===== config.mk =====
export PLATFORM = sky130hd
export DESIGN_NAME = instr_fetch_unit
export DESIGN_NICKNAME = d
export VERILOG_FILES = /design/src/rtl/instr_fetch_unit_pkg.sv /design/src/rtl/fetch_pc_reg.sv /design/src/rtl/instr_fetch_unit.sv
export SDC_FILE = /design/constraint.sdc
export NUM_CORES = 1
export LEC_CHECK = 0
export CAP_MARGIN = 15
export CORE_ASPECT_RATIO = 1.25
export CORE_MARGIN = 2
export CORE_UTILIZATION = 46
export DETAILED_ROUTE_END_ITERATION = 7
export PLACE_DENSITY = 0.88
export RECOVER_POWER = 25
export REMOVE_ABC_BUFFERS = 1
export SLEW_MARGIN = 30
export SYNTH_ARGS = -nofsm -noshare
export SYNTH_HDL_FRONTEND = slang
export SYNTH_SLANG_ARGS = --single-unit
export TNS_END_PERCENT = 1

===== constraint.sdc =====
create_clock -name clk_i -period 5.86 [get_ports clk_i]
set_clock_uncertainty 0.1 [all_clocks]
set_input_delay 1.172 -clock clk_i [delete_from_list [all_inputs] [get_ports clk_i]]
set_output_delay 1.172 -clock clk_i [all_outputs]
set_load 0.02 [all_outputs]

===== src/rtl/instr_fetch_unit_pkg.sv =====
// Shared types and constants for the instruction fetch stage.
// Holds the fetch FSM encoding, the bubble instruction and the sequential PC step.
package instr_fetch_unit_pkg;

    typedef enum logic [1:0] {
        ST_WAIT = 2'd0,
        ST_RUN  = 2'd1,
        ST_HALT = 2'd2
    } fetch_state_t;

    localparam int unsigned NOP_INSTR = 0;
    localparam int unsigned PC_INC    = 4;

endpackage


===== src/rtl/fetch_pc_reg.sv =====
// Program counter with next-PC priority mux: misaligned redirect, redirect, stall, increment.
// Zero latency to imem address; holds whenever the fetch FSM is not running.
module fetch_pc_reg #(
    parameter int                 ADDR_W   = 32,
    parameter logic [ADDR_W-1:0]  RESET_PC = '0
) (
    input  logic              clk_i,
    input  logic              rst_i,
    input  logic              run_i,
    input  logic              stall_i,
    input  logic              redirect_valid_i,
    input  logic [ADDR_W-1:0] redirect_pc_i,
    output logic [ADDR_W-1:0] pc_o,
    output logic [ADDR_W-1:0] pc4_o,
    output logic              misaligned_o
);
    import instr_fetch_unit_pkg::*;

    logic [ADDR_W-1:0] pc_q;

    assign pc_o         = pc_q;
    assign pc4_o        = pc_q + ADDR_W'(PC_INC);
    assign misaligned_o = redirect_valid_i && (redirect_pc_i[1:0] != 2'b00);

    always_ff @(posedge clk_i or posedge rst_i) begin
        if (rst_i) begin
            pc_q <= RESET_PC;
        end else if (run_i && !misaligned_o) begin
            // An aligned redirect overrides a concurrent stall.
            if (redirect_valid_i)
                pc_q <= redirect_pc_i;
            else if (!stall_i)
                pc_q <= pc4_o;
        end
    end

endmodule


===== src/rtl/instr_fetch_unit.sv =====
// Instruction fetch stage: PC, IF/ID register, WAIT/RUN/HALT control and fetch counter.
// One-cycle fetch latency; stall holds PC and IF/ID, flush/redirect insert a bubble.
module instr_fetch_unit #(
    parameter int                 ADDR_W   = 32,
    parameter int                 INSTR_W  = 32,
    parameter logic [ADDR_W-1:0]  RESET_PC = '0,
    parameter int                 CNT_W    = 16
) (
    input  logic               clk_i,
    input  logic               rst_i,
    input  logic               stall_i,
    input  logic               flush_i,
    input  logic               redirect_valid_i,
    input  logic [ADDR_W-1:0]  redirect_pc_i,
    output logic [ADDR_W-1:0]  imem_addr_o,
    input  logic [INSTR_W-1:0] imem_data_i,
    output logic               ifid_valid_o,
    output logic [ADDR_W-1:0]  ifid_pc_o,
    output logic [ADDR_W-1:0]  ifid_pc4_o,
    output logic [INSTR_W-1:0] ifid_instr_o,
    output logic               halted_o,
    output logic [CNT_W-1:0]   fetch_count_o
);
    import instr_fetch_unit_pkg::*;

    if (RESET_PC[1:0] != 2'b00) begin : g_bad_reset_pc
        $error("instr_fetch_unit: RESET_PC must be word-aligned");
    end

    fetch_state_t      state_q;
    logic [ADDR_W-1:0] pc;
    logic [ADDR_W-1:0] pc4;
    logic              misaligned;
    logic              run;
    logic              ifid_load;
    logic              ifid_clr;

    assign run         = (state_q == ST_RUN);
    assign imem_addr_o = pc;

    fetch_pc_reg #(
        .ADDR_W   (ADDR_W),
        .RESET_PC (RESET_PC)
    ) u_pc (
        .clk_i            (clk_i),
        .rst_i            (rst_i),
        .run_i            (run),
        .stall_i          (stall_i),
        .redirect_valid_i (redirect_valid_i),
        .redirect_pc_i    (redirect_pc_i),
        .pc_o             (pc),
        .pc4_o            (pc4),
        .misaligned_o     (misaligned)
    );

    // Flush wins over stall for IF/ID; any redirect bubbles IF/ID regardless of stall.
    always_comb begin
        ifid_load = 1'b0;
        ifid_clr  = 1'b0;
        if (run) begin
            if (redirect_valid_i || flush_i)
                ifid_clr = 1'b1;
            else if (!stall_i)
                ifid_load = 1'b1;
        end
    end

    always_ff @(posedge clk_i or posedge rst_i) begin
        if (rst_i) begin
            state_q       <= ST_WAIT;
            halted_o      <= 1'b0;
            ifid_valid_o  <= 1'b0;
            ifid_pc_o     <= '0;
            ifid_pc4_o    <= '0;
            ifid_instr_o  <= INSTR_W'(NOP_INSTR);
            fetch_count_o <= '0;
        end else begin
            case (state_q)
                ST_WAIT: state_q <= ST_RUN;
                ST_RUN: begin
                    if (misaligned) begin
                        state_q  <= ST_HALT;
                        halted_o <= 1'b1;
                    end
                end
                ST_HALT: state_q <= ST_HALT;
                default: state_q <= ST_WAIT;
            endcase

            if (ifid_clr) begin
                ifid_valid_o <= 1'b0;
                ifid_pc_o    <= '0;
                ifid_pc4_o   <= '0;
                ifid_instr_o <= INSTR_W'(NOP_INSTR);
            end else if (ifid_load) begin
                ifid_valid_o <= 1'b1;
                ifid_pc_o    <= pc;
                ifid_pc4_o   <= pc4;
                ifid_instr_o <= imem_data_i;
                if (fetch_count_o != {CNT_W{1'b1}})
                    fetch_count_o <= fetch_count_o + 1'b1;
            end
        end
    end

endmodule


==> impl_metrics.ini <==
[setup_path]
cp-start-kind = input port
reg2reg_depth = 8
path_class = in -> reg
required_ps = 6080
critPathCaptureType = flop
crit_arrival_ps = 4510
cp_max_fo = 58

[global_routing]
grt_pass1_wl_mm = 28.6
grt_usage = 0.235
antenna_found_initial = 0
grt.overflow.total = 0
grt_pass1_vias = 5405
grt_max_degree = 118

[power_and_ir_drop]
clock_power_share = 0.244
ir_drop_uv = 312
seqPwrFrac = 0.363
pwr-share-comb = 0.393
p_int_mw = 2.93
p_leak_nw = 3.97
switching_share = 0.371
p_per_area_nw_per_um2 = 495
p_switching_mw = 1.72

[timing]
max_slew.worst_pin.slew_ps = 2470
tns_ps = 0
whs_ps = 365
slew_viol_final = 177
fmax_ghz = 0.233
report.final.setup_viol = 0
post-route-min-period_ps = 4290
hold_viol = 0
slew-limit-headroom = -0.650
post-route-period-util = 0.732
rsz0062_at_grt = no

[floorplan]
coreArea_um2 = 13900
dieHeight_um = 138
start_util = 0.474
die_x_um = 111
num_io_pins = 215
dieArea_um2 = 15300
num_rows = 48

[run_status]
status = finished, violations left
violations = max-capacitance violations, max-slew violations

[synth]
synthArstFlopShare = 1.00
synth_simple_gate_area_frac = 0.148
yosysTopAreaCellShare = 0.556
yosys.area.top_type = dfrtp_1
yosysWarningCount = 0
muxShareOfSynthArea = 0.00628
synth_edf_count = 0
synth-adder-area-share = 0.00761
syn_inst = 622
yosysSeqAreaShare = 0.556
synth_compound_area_frac = 0.190
netlist_area_um2 = 6570
syn_area_per_cell_um2 = 10.6
synth_ff_type = dfrtp_1
ys_types = 51
synth.area.top_cells = dfrtp_1 56%, a22o_1 7.9%, o21ai_0 4.3%
synth_top_family_by_area = compound AO/OA/AOI/OAI gates
ys_seq_elements = 146
synthXorXnorAreaFrac = 0.0546

[detailed_routing]
route.detailed.drc = 0
avgViaCountPerCell = 5.57
wl_per_cell_um = 18.1
wl_mm = 18.2
antenna_left = 0
dr.first_iter.drc_count = 414
dr.pass1.iters = 5
dr_total_vias = 5580

[layout]
syn_to_final_growth_pct = 43.1
finalNetCount = 887
post-route-util = 0.678
final_cell_mix = 212 x clkdlybuf4s50_1, 146 x dfrtp_1, 71 x nand2_1, 59 x a22o_1, 57 x o21ai_0
final_common_cell = clkdlybuf4s50_1
antennaDiodeCount = 0
fin_area_um2 = 9410
drive_above_1_share = 0.0580
final_cell_count_no_fill = 1002

[cts]
cts_setup_buffers = 0
clk_latency_ps = 410
clk_pin_slew_worst_paths_ps = 60
cts_buffer_depth = 2
cts_buffers = 17
htreeDepth = 4
clock_sinks = 146
cts_tree = done
cts_hold_buf = 0
root_buffer = clkbuf_16
cts_resized = 0

[placed_design]
placed_cells = 970
place.port_buffers = 214
routabilityCongestion = 0.815
dpl.hpwl_mm = 12.3
placed_cell_area_um2 = 8790

[hold_path]
hold_path_class = reg -> reg
holdPathStages = 1

[job]
max_cap_violations = 2
-- registers in the layout (all words and copies together) (netlist names) --
signal / count
ifid_instr_o: 32
fetch_count_o: 16
state_q: 2
ifid_valid_o: 1
u_pc.pc_o: 32
halted_o: 1
ifid_pc4_o: 30
ifid_pc_o: 32
-- kinds of logic (layout without fill, tap and decap cells) --
family                   count (synthesis)  after routing
flip-flops                             146            146
adder cells (fa/ha/maj)                  4              4
multiplexers                             4              4
buffers and inverters                   59            264
AO/OA/AOI/OAI                          182            182
AND/OR/NAND/NOR                        186            186
XOR/XNOR                                41             41
-- power groups by stage --
stage / logic, mW / clock network, mW / registers (mW)
2_1_floorplan: 0.553 / 0 / 2.03
3_3_place_gp: 1.79 / 0 / 1.69
3_5_place_dp: 1.83 / 0 / 1.70
4_1_cts: 1.85 / 1.15 / 1.69
5_1_grt: 1.95 / 1.19 / 1.74
6_report: 1.83 / 1.13 / 1.69
-- critical path: stages --
cell	delay [ps]
clkbuf_1	1710
o21ai_0	480
and3_2	580
nand2_1	190
o22ai_1	140
a211oi_1	220
-- synth_stat cells (11+ instances only) --
master    number
nand4_1       11
nand2_1       72
nor2_1        25
o21ai_0       57
a21oi_1       19
inv_1         12
xor2_1        19
clkbuf_1      31
a22o_1        59
xnor2_1       22
dfrtp_1      146
nand3_1       23
-- final timing paths --
path                                         from                             to  slack (ps)
setup / recovery                 redirect_valid_i      u_pc.pc_o[23]$_DFFE_PP0P_        1570
min in group asynchronous                   rst_i    ifid_instr_o[8]$_DFFE_PP0P_        1920
hold reg to reg              halted_o$_DFFE_PP0P_           halted_o$_DFFE_PP0P_         360
setup reg to reg           state_q[1]$_DFFE_PP0N_  fetch_count_o[14]$_DFFE_PP0P_        3000
max in group asynchronous                   rst_i      u_pc.pc_o[16]$_DFFE_PP0P_        2350
hold / removal               halted_o$_DFFE_PP0P_           halted_o$_DFFE_PP0P_         360
-- per-stage QoR --
stage	power [mW]	setup WS (ps)
5_1_grt	4.88	1270
4_1_cts	4.69	2480
3_3_place_gp	3.48	2140
2_1_floorplan	2.58	665
3_5_place_dp	3.53	2060
6_report	4.65	1570
-- routing by layer --
metal,routed length [um],GRT usage
met2,9070,0.396
met3,1160,0.0510
met4,368,0.0819
met5,0,0
met1,7580,0.303
-- layout make-up --
cell class	count	area (um^2)
fill	1072	4470
multi-input combinational	417	2690
clock inverter	12	181
clock buffer	20	437
timing repair buffer	219	2170
sequential	146	3650
tap	175	219
inverter	13	52.6
Note: power is estimated with default switching activity, not from simulation.
